`src/rtl/reorder_buffer_pkg.sv`:
```
// Shared reorder-buffer types and sizing: entry layout and register-file address widths.
package reorder_buffer_pkg;

  localparam int unsigned NUM_D_REG = 32;
  localparam int unsigned NUM_S_REG = 8;
  localparam int unsigned ROB_DEPTH = 16;
  localparam int unsigned D_ADDR_W  = $clog2(NUM_D_REG);
  localparam int unsigned S_ADDR_W  = $clog2(NUM_S_REG);

  typedef struct packed {
    logic                valid;
    logic                done;
    logic                mispredict;
    logic [15:0]         target;
    logic [15:0]         pc;
    logic                write_rw;
    logic [D_ADDR_W-1:0] rw_addr;
    logic [D_ADDR_W-1:0] prev_rw_addr;
    logic                write_rs;
    logic [S_ADDR_W-1:0] rs_addr;
    logic [S_ADDR_W-1:0] prev_rs_addr;
  } rob_entry_t;

endpackage

```
`src/rtl/reorder_buffer.sv`:
```
// Circular in-order retirement buffer: allocate at tail, mark done by tag on two
// write-back ports, retire from head; a mispredicted head flushes everything.
module reorder_buffer
  import reorder_buffer_pkg::*;
#(
  parameter int unsigned DEPTH = ROB_DEPTH,
  parameter int unsigned TAG_W = $clog2(DEPTH)
) (
  input  logic                clk,
  input  logic                n_rst,

  input  logic                alloc_valid,
  output logic                alloc_ready,
  output logic [TAG_W-1:0]    alloc_tag,
  input  logic [15:0]         alloc_pc,
  input  logic                alloc_write_rw,
  input  logic [D_ADDR_W-1:0] alloc_rw_addr,
  input  logic [D_ADDR_W-1:0] alloc_prev_rw_addr,
  input  logic                alloc_write_rs,
  input  logic [S_ADDR_W-1:0] alloc_rs_addr,
  input  logic [S_ADDR_W-1:0] alloc_prev_rs_addr,

  input  logic                cmpl_a_valid,
  input  logic [TAG_W-1:0]    cmpl_a_tag,
  input  logic                cmpl_c_valid,
  input  logic [TAG_W-1:0]    cmpl_c_tag,
  input  logic                cmpl_c_mispredict,
  input  logic [15:0]         cmpl_c_target,

  output logic                rob_valid,
  output logic [15:0]         rob_pc,
  output logic                rob_write_rw,
  output logic [D_ADDR_W-1:0] rob_rw_addr,
  output logic [D_ADDR_W-1:0] rob_prev_rw_addr,
  output logic                rob_write_rs,
  output logic [S_ADDR_W-1:0] rob_rs_addr,
  output logic [S_ADDR_W-1:0] rob_prev_rs_addr,
  output logic                rob_flush,
  output logic [15:0]         rob_redirect_pc,
  output logic [TAG_W:0]      rob_count
);

  rob_entry_t              entries_q [DEPTH];
  logic       [TAG_W-1:0]  head_q, tail_q;
  logic       [TAG_W:0]    count_q;

  rob_entry_t head_e;
  rob_entry_t alloc_e;
  logic       alloc_fire;
  logic       retire_fire;

  always_comb begin
    head_e      = entries_q[head_q];
    // Nothing retires while reset is held, even if the head was already done.
    retire_fire = n_rst & head_e.valid & head_e.done;
    rob_flush   = retire_fire & head_e.mispredict;
    alloc_ready = (count_q != (TAG_W+1)'(DEPTH)) & ~rob_flush;
    alloc_fire  = alloc_valid & alloc_ready;
    alloc_tag   = tail_q;
    rob_count   = count_q;

    rob_valid        = retire_fire;
    rob_pc           = retire_fire ? head_e.pc           : '0;
    rob_write_rw     = retire_fire & head_e.write_rw;
    rob_rw_addr      = retire_fire ? head_e.rw_addr      : '0;
    rob_prev_rw_addr = retire_fire ? head_e.prev_rw_addr : '0;
    rob_write_rs     = retire_fire & head_e.write_rs;
    rob_rs_addr      = retire_fire ? head_e.rs_addr      : '0;
    rob_prev_rs_addr = retire_fire ? head_e.prev_rs_addr : '0;
    rob_redirect_pc  = rob_flush ? head_e.target : '0;

    alloc_e              = '0;
    alloc_e.valid        = 1'b1;
    alloc_e.pc           = alloc_pc;
    alloc_e.write_rw     = alloc_write_rw;
    alloc_e.rw_addr      = alloc_rw_addr;
    alloc_e.prev_rw_addr = alloc_prev_rw_addr;
    alloc_e.write_rs     = alloc_write_rs;
    alloc_e.rs_addr      = alloc_rs_addr;
    alloc_e.prev_rs_addr = alloc_prev_rs_addr;
  end

  always_ff @(posedge clk) begin
    if (!n_rst || rob_flush) begin
      for (int i = 0; i < DEPTH; i++) entries_q[i] <= '0;
      head_q  <= '0;
      tail_q  <= '0;
      count_q <= '0;
    end else begin
      // Later writes win: port C over port A, allocation over completion, retire clears last.
      // Alloc (tail, invalid slot) and retire (head, valid slot) never hit the same entry.
      if (cmpl_a_valid && entries_q[cmpl_a_tag].valid) begin
        entries_q[cmpl_a_tag].done <= 1'b1;
      end
      if (cmpl_c_valid && entries_q[cmpl_c_tag].valid) begin
        entries_q[cmpl_c_tag].done       <= 1'b1;
        entries_q[cmpl_c_tag].mispredict <= cmpl_c_mispredict;
        entries_q[cmpl_c_tag].target     <= cmpl_c_target;
      end
      if (alloc_fire) begin
        entries_q[tail_q] <= alloc_e;
        tail_q            <= tail_q + TAG_W'(1);
      end
      if (retire_fire) begin
        entries_q[head_q] <= '0;
        head_q            <= head_q + TAG_W'(1);
      end
      count_q <= count_q + (TAG_W+1)'(alloc_fire) - (TAG_W+1)'(retire_fire);
    end
  end

endmodule

```
`config.mk`:
```
export PLATFORM = sky130hd
export DESIGN_NAME = reorder_buffer
export DESIGN_NICKNAME = d
export VERILOG_FILES = /design/src/rtl/reorder_buffer_pkg.sv /design/src/rtl/reorder_buffer.sv
export SDC_FILE = /design/constraint.sdc
export NUM_CORES = 2
export LEC_CHECK = 0
export CAP_MARGIN = 20
export CORE_ASPECT_RATIO = 1.75
export CORE_MARGIN = 4
export CORE_UTILIZATION = 30
export DETAILED_ROUTE_END_ITERATION = 7
export PLACE_DENSITY = 0.52
export SYNTH_ARGS = -nofsm -noshare
export SYNTH_HDL_FRONTEND = slang
export SYNTH_SLANG_ARGS = --single-unit
```
`constraint.sdc`:
```
create_clock -name clk -period 8.6 [get_ports clk]
set_clock_uncertainty 0.2 [all_clocks]
set_input_delay 1.29 -clock clk [delete_from_list [all_inputs] [get_ports clk]]
set_output_delay 1.29 -clock clk [all_outputs]
set_load 0.01 [all_outputs]
```
==> results.md <==
- Design Area, Final: 42500 sq um
- Fraction of layout cells with a size suffix above 1: 16.8%
- Die ar.: 129000 sq um
- Crit path cell chain: buf_4 > mux4_2 > o22ai_2 > o21ai_4 > buf_4 > nor2b_1 > clkdlybuf4s50_1
- Warnings, synthesis: 0
- Worst-margin pin slew: 1.16 ns
- Largest net degree at the start of global routing: 137
- Period minus WS final: 6.29 ns
- Most frequent cell on the critical path: buf_4
- Hold Path Sink: entries_q[12][28]
- Maximum VDD drop: 0.000153 V
- Slew Limit Headroom: 22.5%
- WL/cell: 28.8 um
- Crit path DAT: 4.80 ns
- IO Pins: 126
- Die H: 472 um
- Clock latency at the later pin of the worst-skew pair: 0.69 ns
- Global route overflow: 0
- DRT iter0 DRCs: 2705
- Ys flop type: dfxtp_1
- First-pass GRT wire length: 210000 um
- Flops & latches, synth: 865
- Hold Buf Count CTS: 0
- CTS root buffer: clkbuf_16
- Clock-pin slew on the worst setup and hold paths: 0.06 ns
- Met3 Track Usage GR: 4.80%
- PwrDens: 214 nW/um^2
- Placer Congestion: 0.831
- Netlist Area Pre-Place: 36800 sq um
- Initial antenna violation count: 14
- GRT Total Usage: 22.2%
- TNS Setup: 0 ns
- Via count: 29.8k
- Drt total wl: 147000 um
- Slowest CP cell: dfxtp_4
- Non-filler cells, final: 5101
- Largest cells by area after synthesis: dfxtp_1, mux4_2, o2bb2ai_1
- Die X: 273 um
- Initial Utilization: 30.3%
- Number of setup buffers added after CTS: 0
- Dpl hpwl: 81900 um
- Mapped Avg Cell Area: 10.7 sq um
- Startpoint types: flop
- # rows: 169
- Placed cells: 4927
- Worst setup EP type: output port
- Area leader, netlist: dfxtp_1
- Max-Cap Viols: 0
- Core Box Area: 122000 sq um
- PortBufs: 125
- Hold Path Origin: entries_q[12][28]
- Max Clock Freq: 159 MHz
- Cell count after synthesis: 3456
- Register area share after synthesis: 47.0%
- Post-synth top cells: dfxtp_1, nand2_1, o2bb2ai_1
- Hold Fails Final Rpt: 0
- Inserted Clock Buffers: 88
- Max incr delay on CP: 0.82 ns
- Worst Hold Class: reg -> reg
- Critical path type: reg -> out
- Layout area overhead: 15.5%
- WP data required: 7.11 ns
- Final max-slew violation count: 0
- Worst Reg-to-Reg Cells: 16
- Vias in the first global route: 29.9k
- Clock Path Buffers: 3
- Most used routing layer: met2
- R2r endpoint: rob_count[4]
- Worst Hold Depth: 2
- Routing usage on met2: 38.0%
- Mapped Nets: 3535
- Post-cts repair resize count: 0
- CTS tree: built
- Yosys cell types: 54
- H-Tree Level Count: 3
- RSZ-0062 raised after global routing: no
- Most common cell in the netlist: dfxtp_1
- Via density: 5.85
- Top-area cell type share of the netlist area: 47.0%
- Final setup fails: 0
- Status: finished clean
- NumNets Final: 3476
- Number of synthesized flops with an enable pin: 0
- Post-synth ARST share: 0%
- Final cycle utilization of the critical path: 73.2%
- Drt pass-1 iters: 5
- Reg2reg setup slack: 3.47 ns
- Pleak: 13.9 nW
- Clock sinks: 865
- Final ANT Viol Nets: 0
- DR DRC count: 0
- Area after DPL: 39400 sq um
- Worst-path maximum fanout: 47
- M1 GR Usage: 26.1%
-- kinds of logic after synthesis --
| group | Yosys count | share of synthesized area [%] |
|---|---|---|
| xor gates and xnor gates | 9 | 0.214 |
| buffers and inverters | 371 | 4.51 |
| adders and majority gates | 15 | 0.530 |
| DFF | 865 | 47.0 |
| and+or+nand+nor | 1029 | 12.1 |
| muxes | 268 | 16.3 |
| AOI/OAI and AO/OA | 899 | 19.4 |
-- area by class of cell --
| type | instances | area, sq um |
|---|---|---|
| inverters | 13 | 48.8 |
| fillers | 12100 | 79000 |
| clock inverters | 35 | 515 |
| flip-flops and latches | 865 | 17300 |
| multi-input cells | 2220 | 18100 |
| repair buffers | 209 | 1940 |
| well taps | 1624 | 2030 |
| diodes | 11 | 27.5 |
| clock buffers | 124 | 2590 |
-- power by group --
part	switching, mW	total (mW)	internal [mW]	leakage (nW)
clock network	1.75	4.14	2.39	1.53
logic	0.621	0.842	0.221	5.44
registers	0.0384	4.10	4.07	6.98
-- stage by stage --
stage / setup slack, ns / total power, mW / hold WS (ns) / util (%)
after global placement: 3.03 / 5.01 / 0.238 / 32.3
after global routing: 2.03 / 9.32 / 0.268 / 35.0
final: 2.31 / 9.09 / 0.251 / 35.0
after CTS: 2.21 / 9.12 / 0.252 / 34.9
after floorplan: 4.61 / 4.61 / 0.227 / -
after detailed placement: 2.97 / 5.02 / 0.241 / 32.4
-- registers in the layout, indices dropped and copies added (netlist names), named ones only --
name       cells
head_q         4
entries_q    848
rob_count      5
alloc_tag      4
-- critical path: cells and delay by family, from the launching register on --
kind,cells,cell delay (ns)
multiplexers,1,0.43
flip-flops,1,0.82
AND/OR/NAND/NOR,1,0.44
AO/OA/AOI/OAI,2,0.66
buffers and inverters,3,1.72
-- how the worst max path moves through the flow --
stage | endpoint | startpoint | depth (start not counted)
floorplan | rob_redirect_pc[10] | n_rst | 5
global placement | rob_prev_rw_addr[0] | flop | 7
detailed placement | rob_prev_rw_addr[0] | flop | 7
CTS | rob_prev_rw_addr[0] | flop | 7
global route | rob_pc[14] | flop | 7
finish | rob_pc[14] | flop | 7
-- layout by cell type (no fill, tap or decap), types with 15 or more instances in the layout --
cell type / count
clkbuf_8: 23
a21oi_1: 154
nor2b_1: 45
nor3_1: 71
a22oi_1: 272
buf_4: 75
o2bb2ai_1: 408
nor2_1: 332
clkdlybuf4s50_1: 124
clkbuf_16: 89
mux4_2: 266
dfxtp_1: 861
and3_1: 17
nand2_1: 462
and2_1: 15
-- per-layer routing --
metal  routed length (um)  vias to the layer above
met4                 7870                       10
met5                   62                        -
met1                54500                    15100
met3                12800                      437
met2                71500                     1497
li1                     -                    12800
Power figures use the tool's default switching activity.
